## src/rtl/instr_encoder.sv

```systemverilog
// ----------------------------------------------------------------------------
// instr_encoder
//   Packs one-hot instruction-class flags and operand fields into a 32-bit
//   RV32I instruction word. Each word leaves through a one-entry output
//   register with a valid/ready handshake. A sequential byte address goes
//   with each word, so a host or boot loader can stream the words straight
//   into instruction memory.
//
//   A request is malformed when its class flags are not exactly one-hot, or
//   when it is a branch/jal with an odd immediate. A malformed request is
//   still accepted, but it is dropped and counted.
//
// Parameters
//   ADDR_W     word-index width; the address index wraps modulo 2**ADDR_W
//   BASE_ADDR  byte address of the first emitted word
//   ERR_W      width of the saturating error counter
//
// Ports
//   clk, rst              clock; synchronous active-high reset
//   in_valid / in_ready   request handshake (in_ready is combinational)
//   r_type .. lui         instruction-class flags, expected one-hot
//   rd, rs1, rs2          register fields
//   funct3, funct7        function fields
//   imm                   architectural (unscrambled) immediate
//   out_valid / out_ready output handshake
//   out_instr             encoded instruction
//   out_addr              BASE_ADDR + 4*index
//   err                   sticky flag: some request has been dropped
//   err_cnt               number of dropped requests, saturating
// ----------------------------------------------------------------------------
module instr_encoder #(
  parameter int          ADDR_W    = 8,
  parameter logic [31:0] BASE_ADDR = 32'h0000_0000,
  parameter int          ERR_W     = 8
) (
  input  logic              clk,
  input  logic              rst,
  input  logic              in_valid,
  output logic              in_ready,
  input  logic              r_type,
  input  logic              i_type,
  input  logic              store,
  input  logic              load,
  input  logic              branch,
  input  logic              jalr,
  input  logic              jal,
  input  logic              auipc,
  input  logic              lui,
  input  logic [4:0]        rd,
  input  logic [4:0]        rs1,
  input  logic [4:0]        rs2,
  input  logic [2:0]        funct3,
  input  logic [6:0]        funct7,
  input  logic [31:0]       imm,
  output logic              out_valid,
  input  logic              out_ready,
  output logic [31:0]       out_instr,
  output logic [31:0]       out_addr,
  output logic              err,
  output logic [ERR_W-1:0]  err_cnt
);

  logic              r_full;
  logic [31:0]       r_instr;
  logic [ADDR_W-1:0] r_idx;
  logic              r_err;
  logic [ERR_W-1:0]  r_err_cnt;

  logic [8:0]  w_flags;
  logic        w_onehot;
  logic        w_bad;
  logic        w_accept;
  logic        w_pop;
  logic [31:0] w_enc;
  logic [31:0] w_offset;

  assign w_flags  = {r_type, i_type, store, load, branch, jalr, jal, auipc, lui};
  // Clearing the lowest set bit leaves zero only when exactly one bit was set.
  assign w_onehot = (w_flags != 9'd0) && ((w_flags & (w_flags - 9'd1)) == 9'd0);
  // Branch and jal offsets are in half-words, so an odd immediate cannot be encoded.
  assign w_bad    = !w_onehot || ((branch || jal) && imm[0]);

  assign in_ready = !rst && (!r_full || out_ready);
  assign w_accept = in_valid && in_ready;
  assign w_pop    = r_full && out_ready;

  // The flag checks below are in priority order. That order does not matter,
  // because the encoding is only stored when exactly one flag is set.
  always_comb begin
    w_enc = 32'd0;
    if (r_type) begin
      w_enc = {funct7, rs2, rs1, funct3, rd, 7'b0110011};
    end else if (i_type) begin
      w_enc = {imm[11:0], rs1, funct3, rd, 7'b0010011};
      // The shift-immediate forms carry funct7 and a 5-bit shift amount in the imm slot.
      if (funct3 == 3'b001 || funct3 == 3'b101) begin
        w_enc[31:20] = {funct7, imm[4:0]};
      end
    end else if (load) begin
      w_enc = {imm[11:0], rs1, funct3, rd, 7'b0000011};
    end else if (jalr) begin
      w_enc = {imm[11:0], rs1, 3'b000, rd, 7'b1100111};
    end else if (store) begin
      w_enc = {imm[11:5], rs2, rs1, funct3, imm[4:0], 7'b0100011};
    end else if (branch) begin
      w_enc = {imm[12], imm[10:5], rs2, rs1, funct3, imm[4:1], imm[11], 7'b1100011};
    end else if (lui) begin
      w_enc = {imm[31:12], rd, 7'b0110111};
    end else if (auipc) begin
      w_enc = {imm[31:12], rd, 7'b0010111};
    end else if (jal) begin
      w_enc = {imm[20], imm[10:1], imm[11], imm[19:12], rd, 7'b1101111};
    end
  end

  always_ff @(posedge clk) begin
    if (rst) begin
      r_full    <= 1'b0;
      r_instr   <= 32'd0;
      r_idx     <= '0;
      r_err     <= 1'b0;
      r_err_cnt <= '0;
    end else begin
      // The index advances on every pop. A word accepted in the same cycle
      // therefore lands at the next address.
      if (w_pop) begin
        r_idx <= r_idx + 1'b1;
      end
      if (w_accept && !w_bad) begin
        r_full  <= 1'b1;
        r_instr <= w_enc;
      end else if (w_pop) begin
        r_full <= 1'b0;
      end
      if (w_accept && w_bad) begin
        r_err <= 1'b1;
        if (r_err_cnt != '1) begin
          r_err_cnt <= r_err_cnt + 1'b1;
        end
      end
    end
  end

  assign w_offset  = 32'(r_idx);
  assign out_valid = r_full;
  assign out_instr = r_instr;
  assign out_addr  = BASE_ADDR + (w_offset << 2);
  assign err       = r_err;
  assign err_cnt   = r_err_cnt;

endmodule

```

## config.mk

```make
export PLATFORM = sky130hd
export DESIGN_NAME = instr_encoder
export DESIGN_NICKNAME = d
export VERILOG_FILES = /design/src/rtl/instr_encoder.sv
export SDC_FILE = /design/constraint.sdc
export NUM_CORES = 1
export LEC_CHECK = 0
export CORE_MARGIN = 4
export CORE_UTILIZATION = 31
export CTS_CLUSTER_SIZE = 16
export DETAILED_ROUTE_END_ITERATION = 7
export HOLD_SLACK_MARGIN = 0.1
export PLACE_DENSITY = 0.65
export SLEW_MARGIN = 20
export SYNTH_ARGS = -nofsm -noshare
export SYNTH_HDL_FRONTEND = slang
export SYNTH_SLANG_ARGS = --single-unit
```

## constraint.sdc

```tcl
create_clock -name clk -period 8.46 [get_ports clk]
set_input_delay 2.115 -clock clk [delete_from_list [all_inputs] [get_ports clk]]
set_output_delay 2.115 -clock clk [all_outputs]
set_load 0.05 [all_outputs]
```

==> results of run 1 <==
[kinds of logic after synthesis]
kind of cell,count (synthesis)
adder cells (fa/ha/maj),2
AO/OA/AOI/OAI,99
flip-flops,49
other,1
multiplexers,4
buffers and inverters,57
AND/OR/NAND/NOR,142
XOR/XNOR,6
[cell type report]
type / count / area, µm² / share of cell area
Clock inverter: 3 / 26.3 / 0.00651
Tap cell: 108 / 135 / 0.0335
Inverter: 6 / 22.5 / 0.00558
Clock buffer: 5 / 68.8 / 0.0170
Multi-Input combinational cell: 277 / 1580 / 0.391
Timing Repair Buffer: 123 / 1220 / 0.303
Sequential cell: 49 / 981 / 0.243
[per-layer routing]
metal	GRT usage	vias up
li1	-	1474
met1	0.212	1390
met2	0.273	119
met3	0.0325	10
met4	0.0568	0
met5	0	-
[how the worst max path moves through the flow]
stage,from,to,depth (start not counted)
after floorplan,rst,in_ready,3
after global placement,rst,in_ready,5
after detailed placement,rst,in_ready,5
after CTS,rst,in_ready,5
after global routing,rst,in_ready,5
final,rst,in_ready,5
[cells in the mapped netlist (2+ instances only)]
cell | n | area, µm²
o31ai_1 | 4 | 30.0
ha_1 | 2 | 25.0
a21o_1 | 2 | 15.0
nand4_1 | 2 | 12.5
or3_1 | 9 | 56.3
nor3_1 | 15 | 75.1
xnor2_1 | 2 | 17.5
and2_1 | 2 | 12.5
a211oi_1 | 11 | 82.6
o21ai_0 | 10 | 50.1
a21oi_1 | 30 | 150
buf_4 | 29 | 218
buf_2 | 4 | 20.0
a31o_2 | 5 | 43.8
a221oi_1 | 10 | 87.6
and3_1 | 3 | 18.8
clkbuf_1 | 17 | 63.8
nor2_1 | 45 | 169
or2_2 | 2 | 12.5
nor2b_1 | 2 | 12.5
dfxtp_1 | 49 | 981
o41ai_1 | 2 | 17.5
xor2_1 | 4 | 35.0
nand2b_1 | 2 | 12.5
o221ai_1 | 3 | 26.3
o311ai_0 | 3 | 26.3
a22oi_1 | 5 | 37.5
a222oi_1 | 4 | 40.0
or4_1 | 2 | 15.0
nand3_1 | 19 | 95.1
a311oi_1 | 2 | 17.5
mux2i_1 | 4 | 40.0
nand2_1 | 32 | 120
nor4_1 | 2 | 12.5
inv_1 | 5 | 18.8
a31oi_1 | 2 | 12.5
or4_4 | 2 | 22.5
[placed cells by master, fill, tap and decap left out, types with 3 or more instances in the layout]
cell type	instances
a31o_2	5
o21ai_0	10
a21oi_1	30
nor3_1	15
o31ai_1	4
o311ai_0	3
or3_1	9
mux2i_1	4
conb_1	24
clkbuf_8	5
o221ai_1	3
xor2_1	4
a222oi_1	4
and3_1	3
inv_1	5
nor2_1	45
nand3_1	19
dfxtp_1	49
a211oi_1	11
a22oi_1	5
a221oi_1	10
nand2_1	32
clkdlybuf4s50_1	120
buf_4	3
[state kept, by name (all words and copies together) (netlist names)]
name	cells
err_cnt	8
r_idx	8
out_valid	1
err	1
out_instr	31
[power groups by stage]
stage | combinational (W) | sequential (W) | clock (W)
3_5_place_dp | 0.000103 | 0.000238 | 0
4_1_cts | 0.000103 | 0.000233 | 0.000154
5_1_grt | 0.000111 | 0.000233 | 0.000163
3_3_place_gp | 0.000102 | 0.000238 | 0
6_report | 0.000104 | 0.000233 | 0.000147
2_1_floorplan | 0.0000638 | 0.000242 | 0
[tightest hold or removal path: stages (launching register included)]
cell,delay [ps]
dfxtp_1,320
nand2_1,50
a21oi_1,50
[through the flow]
stage | power [W] | setup WS [ps] | cells | instance area (µm²)
2_1_floorplan | 0.000306 | 3510 | 383 | 2880
4_1_cts | 0.000489 | 2020 | 571 | 4040
3_5_place_dp | 0.000341 | 2030 | 563 | 3940
6_report | 0.000483 | 2040 | 571 | 4040
3_3_place_gp | 0.000340 | 2070 | 563 | 3940
5_1_grt | 0.000507 | 1920 | 571 | 4040
==> results.toml, run 1 <==
[worst_setup_path]
reg2reg_to = "out_instr[2]"
crit_path_cell_trace = "clkdlybuf4s50_1 > buf_4 > clkinv_1 > and2_1 > clkdlybuf4s50_1"
critPathCaptureType = "primary output"
worstRegToRegCells = 6
start_kind = "input port"
critPathMaxFanout = 42
max_stage_delay_ps = 710
cp_top_family = "buffers and inverters"
cpMostUsedCell = "clkdlybuf4s50_1"
worstPathBufferInverterCount = 4
required_ps = 6350
r2r_start = "out_valid"
crit_type = "in -> out"
cp_slowest_cell = "clkdlybuf4s50_1"
worstPathArrival_ps = 4310
reg2reg_slack_ps = 6590

[synthesis]
yosysWarnings = 0
synth_top_flop_cell = "dfxtp_1"
synth_edf_count = 0
synthAdderAreaFrac = 0.00895
synth-seq-area-share = 0.351
netlist_area_um2 = 2800
synthSimpleGateAreaFrac = 0.241
synth_xor_area_frac = 0.0188
ys_seq_elements = 49
postSynthAreaPerCell_um2 = 7.76
muxShareOfSynthArea = 0.0143
yosys.cell_types.count = 49
synth_top_family_by_area = "compound AO/OA/AOI/OAI gates"
synth_cells = 360
synth_compound_area_frac = 0.247
synthArstFlopShare = 0

[sta]
max-slew-margin-rel = 0.476
clock_skew_ps = 13.0
report.final.slew_viol_count = 0
fin_crit_ps = 6420
tns_ps = 0
worst_pin_slew_ps = 784
max_freq_mhz = 156
finalSetupViolCount = 0
rsz0062_at_grt = "no"
holdWs_ps = 459
finalHoldViolations = 0
post-route-period-util = 0.759

[clock_network]
clock_path_buffers = 2
h-tree-depth = 2
cts_hold_buf = 0
ctsResizeCount = 0
ctsRootBufferMaster = "clkbuf_8"
cts_setup_buffers = 0
cts.sinks = 49
clk_pin_slew_worst_paths_ps = 90
worst_skew_pair.late_latency_ps = 310
cts_tree = "yes"
numCtsBuffers = 5

[floorplan]
core_area_um2 = 8760
ios = 145
die_h_um = 103
num_rows = 34
initial_core_util = 0.319
die_w_um = 103
die_area_um2 = 10600

[worst_hold_path]
hold_end = "out_instr[4]"
hold_start = "out_instr[4]"
min_delay_path_depth = 2
hp-class = "reg -> reg"

[pwr]
p_seq_frac = 0.481
power_density_nw_per_um2 = 120
internal_power_w = 0.000334
ir_drop_mv = 0.0648
p_leak_nw = 1.39
power_frac_clock = 0.304
power.share.combinational = 0.215
p_switching_w = 0.000150
p_sw_frac = 0.309

[global_route]
grt_pass1_wl_um = 13800
grt_max_degree = 43
grt_pass1_vias = 2824
overflow = 0
grt.total_usage = 0.164
antenna_found_initial = 0

[detailed_routing]
route.layer.met1.wl_um = 3840
wl_per_cell_um = 15.6
drtAntennaViolNets = 0
drc = 0
met3_length_um = 677
drt_iter0_drc = 120
via_per_inst = 5.24
finalWirelength_um = 8920
first_pass_iters = 4
vias = 2993
top_layer = "met4"
route.met2.wl_um = 4240

[outcome]
status = "complete, no violations"

[flow_run]
timing.max_cap.violations = 0

[final_layout]
layout-drive-gt1-share = 0.0497
fin_util = 0.461
fillers = 881
diodes = 0
syn_to_final_growth_pct = 44.4
fin_nets = 534

[placed_design]
dp_hpwl_um = 6890
io_buffers = 120
gp_congestion = 0.843
(Power assumes the default switching activity.)
==> run 2, diff against run 1 <==
==> constraint.sdc (replaced) <==
create_clock -name clk -period 6.5 [get_ports clk]
set_input_delay 1.625 -clock clk [delete_from_list [all_inputs] [get_ports clk]]
set_output_delay 1.625 -clock clk [all_outputs]
set_load 0.05 [all_outputs]
==> run 2 against run 1 <==
Net effect: flip-flop and latch count unchanged; total power up 29%; utilization down 0.086 points; sequential power up 30%; design area down 0.19%; wire length about the same; global-route usage down 0.19 points; count of clock-buffer cells in the layout up 1.
==> results.toml, run 2 (synthesis gave the netlist of run 1 again) <==
[pwr]
p_switching_w = 0.000182
p_seq_frac = 0.487
power_density_nw_per_um2 = 154
ir_drop_mv = 0.103
p_sw_frac = 0.293
internal_power_w = 0.000440
p_leak_nw = 1.39
power.total_w = 0.000622
power_frac_clock = 0.296
power.share.combinational = 0.218

[final_layout]
syn_to_final_growth_pct = 44.1
final_common_cell = "clkdlybuf4s50_1"
layout-drive-gt1-share = 0.0498
fillers = 882
fin_nets = 534
layout_common_cells = "clkdlybuf4s50_1 (119), dfxtp_1 (49), nor2_1 (45)"
diodes = 0
multiInputGateArea_um2 = 1580
regArea_um2 = 981
largest_register_ffs = 31

[clock_network]
numCtsBuffers = 5
clk_pin_slew_worst_paths_ps = 90
cts_setup_buffers = 0
h-tree-depth = 2
cts.sinks = 49
worst_skew_pair.late_latency_ps = 300
clock_path_buffers = 2
ctsRootBufferMaster = "clkbuf_8"
cts_tree = "yes"
cts_hold_buf = 0
ctsResizeCount = 0

[worst_setup_path]
start_kind = "input port"
cp_slowest_cell = "clkdlybuf4s50_1"
critPathMaxFanout = 42
worstPathArrival_ps = 3280
critPathCaptureType = "primary output"
max_stage_delay_ps = 450
crit_type = "in -> out"
cpMostUsedCell = "buf_4"
cp_top_family = "buffers and inverters"
worstPathBufferInverterCount = 4
crit_path_cell_trace = "clkdlybuf4s50_1 > buf_4 > clkinv_1 > and2_1 > buf_4"
required_ps = 4880

[detailed_routing]
drt_iter0_drc = 149
drtAntennaViolNets = 0
wl_per_cell_um = 15.7
vias = 2973
via_per_inst = 5.22
drc = 0
finalWirelength_um = 8930
first_pass_iters = 4

[global_route]
grt_pass1_vias = 2703
grt.total_usage = 0.162
grt_max_degree = 43
grt_pass1_wl_um = 13600
antenna_found_initial = 0
overflow = 0

[floorplan]
die_area_um2 = 10600
die_h_um = 103
initial_core_util = 0.319
num_rows = 34
die_w_um = 103
ios = 145
core_area_um2 = 8760

[sta]
clock_skew_ps = 5.39
max-slew-margin-rel = 0.499
max_freq_mhz = 204
rsz0062_at_grt = "no"
finalHoldViolations = 0
tns_ps = 0
worst_pin_slew_ps = 749
report.final.slew_viol_count = 0
fin_crit_ps = 4910
finalSetupViolCount = 0
post-route-period-util = 0.755

[worst_hold_path]
hp-class = "reg -> reg"

[placed_design]
dp_hpwl_um = 6850
io_buffers = 120
gp_congestion = 0.815

[outcome]
status = "complete, no violations"

[flow_run]
timing.max_cap.violations = 0
==> run 2: cell count changes in the layout (fill, tap and decap cells not counted) <==
cell | before | now
clkbuf_8 | 5 | 6
clkinvlp_4 | 2 | 1
inv_8 | 1 | 0
clkdlybuf4s50_1 | 120 | 119
buf_4 | 3 | 4
==> run 2: layer usage <==
metal  global-route usage  up-vias  wire [µm]
li1                     -     1469          -
met1                0.214     1375       3880
met2                0.268      120       4200
met3               0.0345        9        688
met4               0.0448        0        154
met5                    0        -          0
==> run 2: through the flow <==
step / area, µm² / std cells / hold WS [ps] / utilization / setup slack [ps]
after floorplan: 2880 / 383 / 667 / - / 2530
after global placement: 3940 / 563 / 441 / 0.449 / 1610
after detailed placement: 3940 / 563 / 446 / 0.449 / 1580
after CTS: 4030 / 570 / 459 / 0.460 / 1580
after global routing: 4030 / 570 / 476 / 0.460 / 1480
final: 4030 / 570 / 458 / 0.460 / 1590
==> run 2: final timing paths <==
| kind | startpoint | endpoint | slack (ps) | depth (start not counted) |
|---|---|---|---|---|
| hold reg to reg | out_instr[3] | out_instr[3] | 460 | 2 |
| setup / recovery | rst | in_ready | 1590 | 5 |
| setup reg to reg | out_valid | out_instr[2] | 4650 | 6 |
| hold / removal | out_instr[3] | out_instr[3] | 460 | 2 |
==> run 2: tightest hold or removal path, stage by stage, from the launching register on <==
cell and delay, ps:
dfxtp_1 320, nand2_1 50, a21oi_1 50
==> run 2: power groups by stage <==
stage	Clock (W)	Combinational, W	Sequential (W)
floorplan	0	0.0000831	0.000315
global placement	0	0.000133	0.000310
detailed placement	0	0.000134	0.000310
CTS	0.000190	0.000134	0.000303
global route	0.000203	0.000145	0.000303
finish	0.000184	0.000135	0.000303
==> run 2: area by class of cell <==
type,count,share of cell area
well taps,108,0.0335
flip-flops and latches,49,0.243
clock inverters,1,0.00186
multi-input cells,277,0.392
clock buffers,6,0.0205
inverters,6,0.00559
repair buffers,123,0.303
==> run 3, diff against run 2 <==
--- a/config.mk
+++ b/config.mk
@@ -10,7 +10,7 @@
 export CTS_CLUSTER_SIZE = 16
 export DETAILED_ROUTE_END_ITERATION = 7
 export HOLD_SLACK_MARGIN = 0.1
-export PLACE_DENSITY = 0.65
+export PLACE_DENSITY = 0.68
 export SLEW_MARGIN = 20
 export SYNTH_ARGS = -nofsm -noshare
 export SYNTH_HDL_FRONTEND = slang
==> constraint.sdc (replaced) <==
create_clock -name clk -period 4.4 [get_ports clk]
set_input_delay 1.1 -clock clk [delete_from_list [all_inputs] [get_ports clk]]
set_output_delay 1.1 -clock clk [all_outputs]
set_load 0.05 [all_outputs]
==> run 3 against run 2 <==
Net effect: wire length increased by 2.0%; flip-flop and latch count stayed put; sequential share of layout area decreased by 0.38 points; die area stayed put; first-iteration DRC count decreased by 11%; combinational power up 52%; global-route usage up 0.80 points; sequential power is 48% higher; via count rose by 0.98%; hold slack worse by 0.50 ps.
==> results.toml, run 3 (synthesis gave the netlist of run 1 again) <==
[final_layout]
largest_register_ffs = 31
syn_to_final_growth_pct = 46.4
fin_cells = 577
layout-drive-gt1-share = 0.0640
final_common_cell = "clkdlybuf4s50_1"
fin_nets = 540
fillers = 880
diodes = 0
layout_common_cells = "clkdlybuf4s50_1 (119), dfxtp_1 (49), nor2_1 (45)"

[worst_setup_path]
cp_top_family = "simple AND/OR/NAND/NOR gates"
critPathMaxFanout = 11
worstSetupStartpoint = "store"
worstPathBufferInverterCount = 2
start_kind = "input port"
crit_type = "in -> reg"
critPathCaptureType = "flip-flop"
worstSetupEndpoint = "out_instr[2]"
crit_path_cell_trace = "clkdlybuf4s50_1 > or4_4 > o31ai_1 > and3_1 > nand3_1 > buf_4 > or3_1 > a21oi_1"
reg2reg_slack_ps = 2600
reg2reg_to = "out_instr[17]"
required_ps = 4630
r2r_start = "out_valid"
worstRegToRegCells = 7
cp_slowest_cell = "or4_4"
path_depth = 8
worstPathArrival_ps = 3830
max_stage_delay_ps = 610

[sta]
fin_crit_ps = 3600
post-route-period-util = 0.817
max-slew-margin-rel = 0.481
worst_pin_slew_ps = 772
tns_ps = 0
report.final.slew_viol_count = 0
rsz0062_at_grt = "no"
clock_skew_ps = 5.88
finalSetupViolCount = 0
finalHoldViolations = 0
max_freq_mhz = 278

[detailed_routing]
drtAntennaViolNets = 0
drt_iter0_drc = 133
via_per_inst = 5.20
vias = 3002
drc = 0
wl_per_cell_um = 15.8
finalWirelength_um = 9100
first_pass_iters = 4

[placed_design]
gp_congestion = 0.886
io_buffers = 120
dp_hpwl_um = 7050
dp_cells = 569

[clock_network]
h-tree-depth = 2
numCtsBuffers = 5
cts.sinks = 49
cts_setup_buffers = 0
clock_path_buffers = 2
cts_tree = "yes"
ctsResizeCount = 0
ctsRootBufferMaster = "clkbuf_8"
clk_pin_slew_worst_paths_ps = 100
cts_hold_buf = 0
worst_skew_pair.late_latency_ps = 300

[worst_hold_path]
hold_start = "out_instr[3]"
hp-class = "reg -> reg"

[global_route]
grt_pass1_vias = 2934
grt.total_usage = 0.170
grt_max_degree = 42
grt_pass1_wl_um = 14500
antenna_found_initial = 0
overflow = 0

[pwr]
power.total_w = 0.000931
p_leak_nw = 1.43
power_density_nw_per_um2 = 227
ir_drop_mv = 0.106

[floorplan]
ios = 145
initial_core_util = 0.319
num_rows = 34
core_area_um2 = 8760
die_area_um2 = 10600
die_h_um = 103
die_w_um = 103

[outcome]
status = "complete, no violations"

[flow_run]
timing.max_cap.violations = 0
## run 3: cell types whose count changed in the layout (fill, tap and decap cells not counted), sizes merged
cell	previous run	this run
clkinv	1	3
buf	4	10
clkinvlp	1	0
## run 3: per-layer routing
| layer | track usage | vias up | routed length [µm] |
|---|---|---|---|
| met4 | 0.0538 | 0 | 176 |
| met2 | 0.282 | 124 | 4170 |
| met1 | 0.228 | 1379 | 4140 |
| met5 | 0 | - | 0 |
| li1 | - | 1485 | - |
| met3 | 0.0257 | 14 | 613 |
## run 3: through the flow
step	area [µm²]	hold WS, ps	worst slack (ps)	util
2_1_floorplan	2880	667	1270	-
3_3_place_gp	4000	441	578	0.456
3_5_place_dp	4000	447	509	0.456
4_1_cts	4090	460	819	0.467
5_1_grt	4090	490	625	0.467
6_report	4090	458	804	0.467
## run 3: worst min path at each step
stage	to	slack (ps)	cells past startpoint
floorplan	out_instr[3]	670	2
global placement	out_instr[27]	440	2
detailed placement	out_instr[20]	450	2
CTS	out_instr[20]	460	2
global route	out_instr[3]	490	2
finish	out_instr[3]	460	2
## run 3: worst register-to-register path: cells and delay by family (launching register included)
kind	cells	cell delay [ps]
AOI/OAI and AO/OA	1	240
DFF	1	370
buffers and inverters	1	230
and+or+nand+nor	5	870
## run 3: power breakdown
part | internal (W) | leakage [nW] | switching, W | total [W]
Sequential | 0.000445 | 0.395 | 0.00000188 | 0.000447
Combinational | 0.0000829 | 0.986 | 0.000122 | 0.000205
Clock | 0.000128 | 0.0512 | 0.000151 | 0.000279
## run 3: area by class of cell
cell class | count | area, µm² | area share
multi-input combinational | 277 | 1580 | 0.386
timing repair buffer | 129 | 1280 | 0.312
sequential | 49 | 981 | 0.240
tap | 108 | 135 | 0.0330
clock buffer | 6 | 82.6 | 0.0202
inverter | 6 | 22.5 | 0.00550
clock inverter | 2 | 13.8 | 0.00336
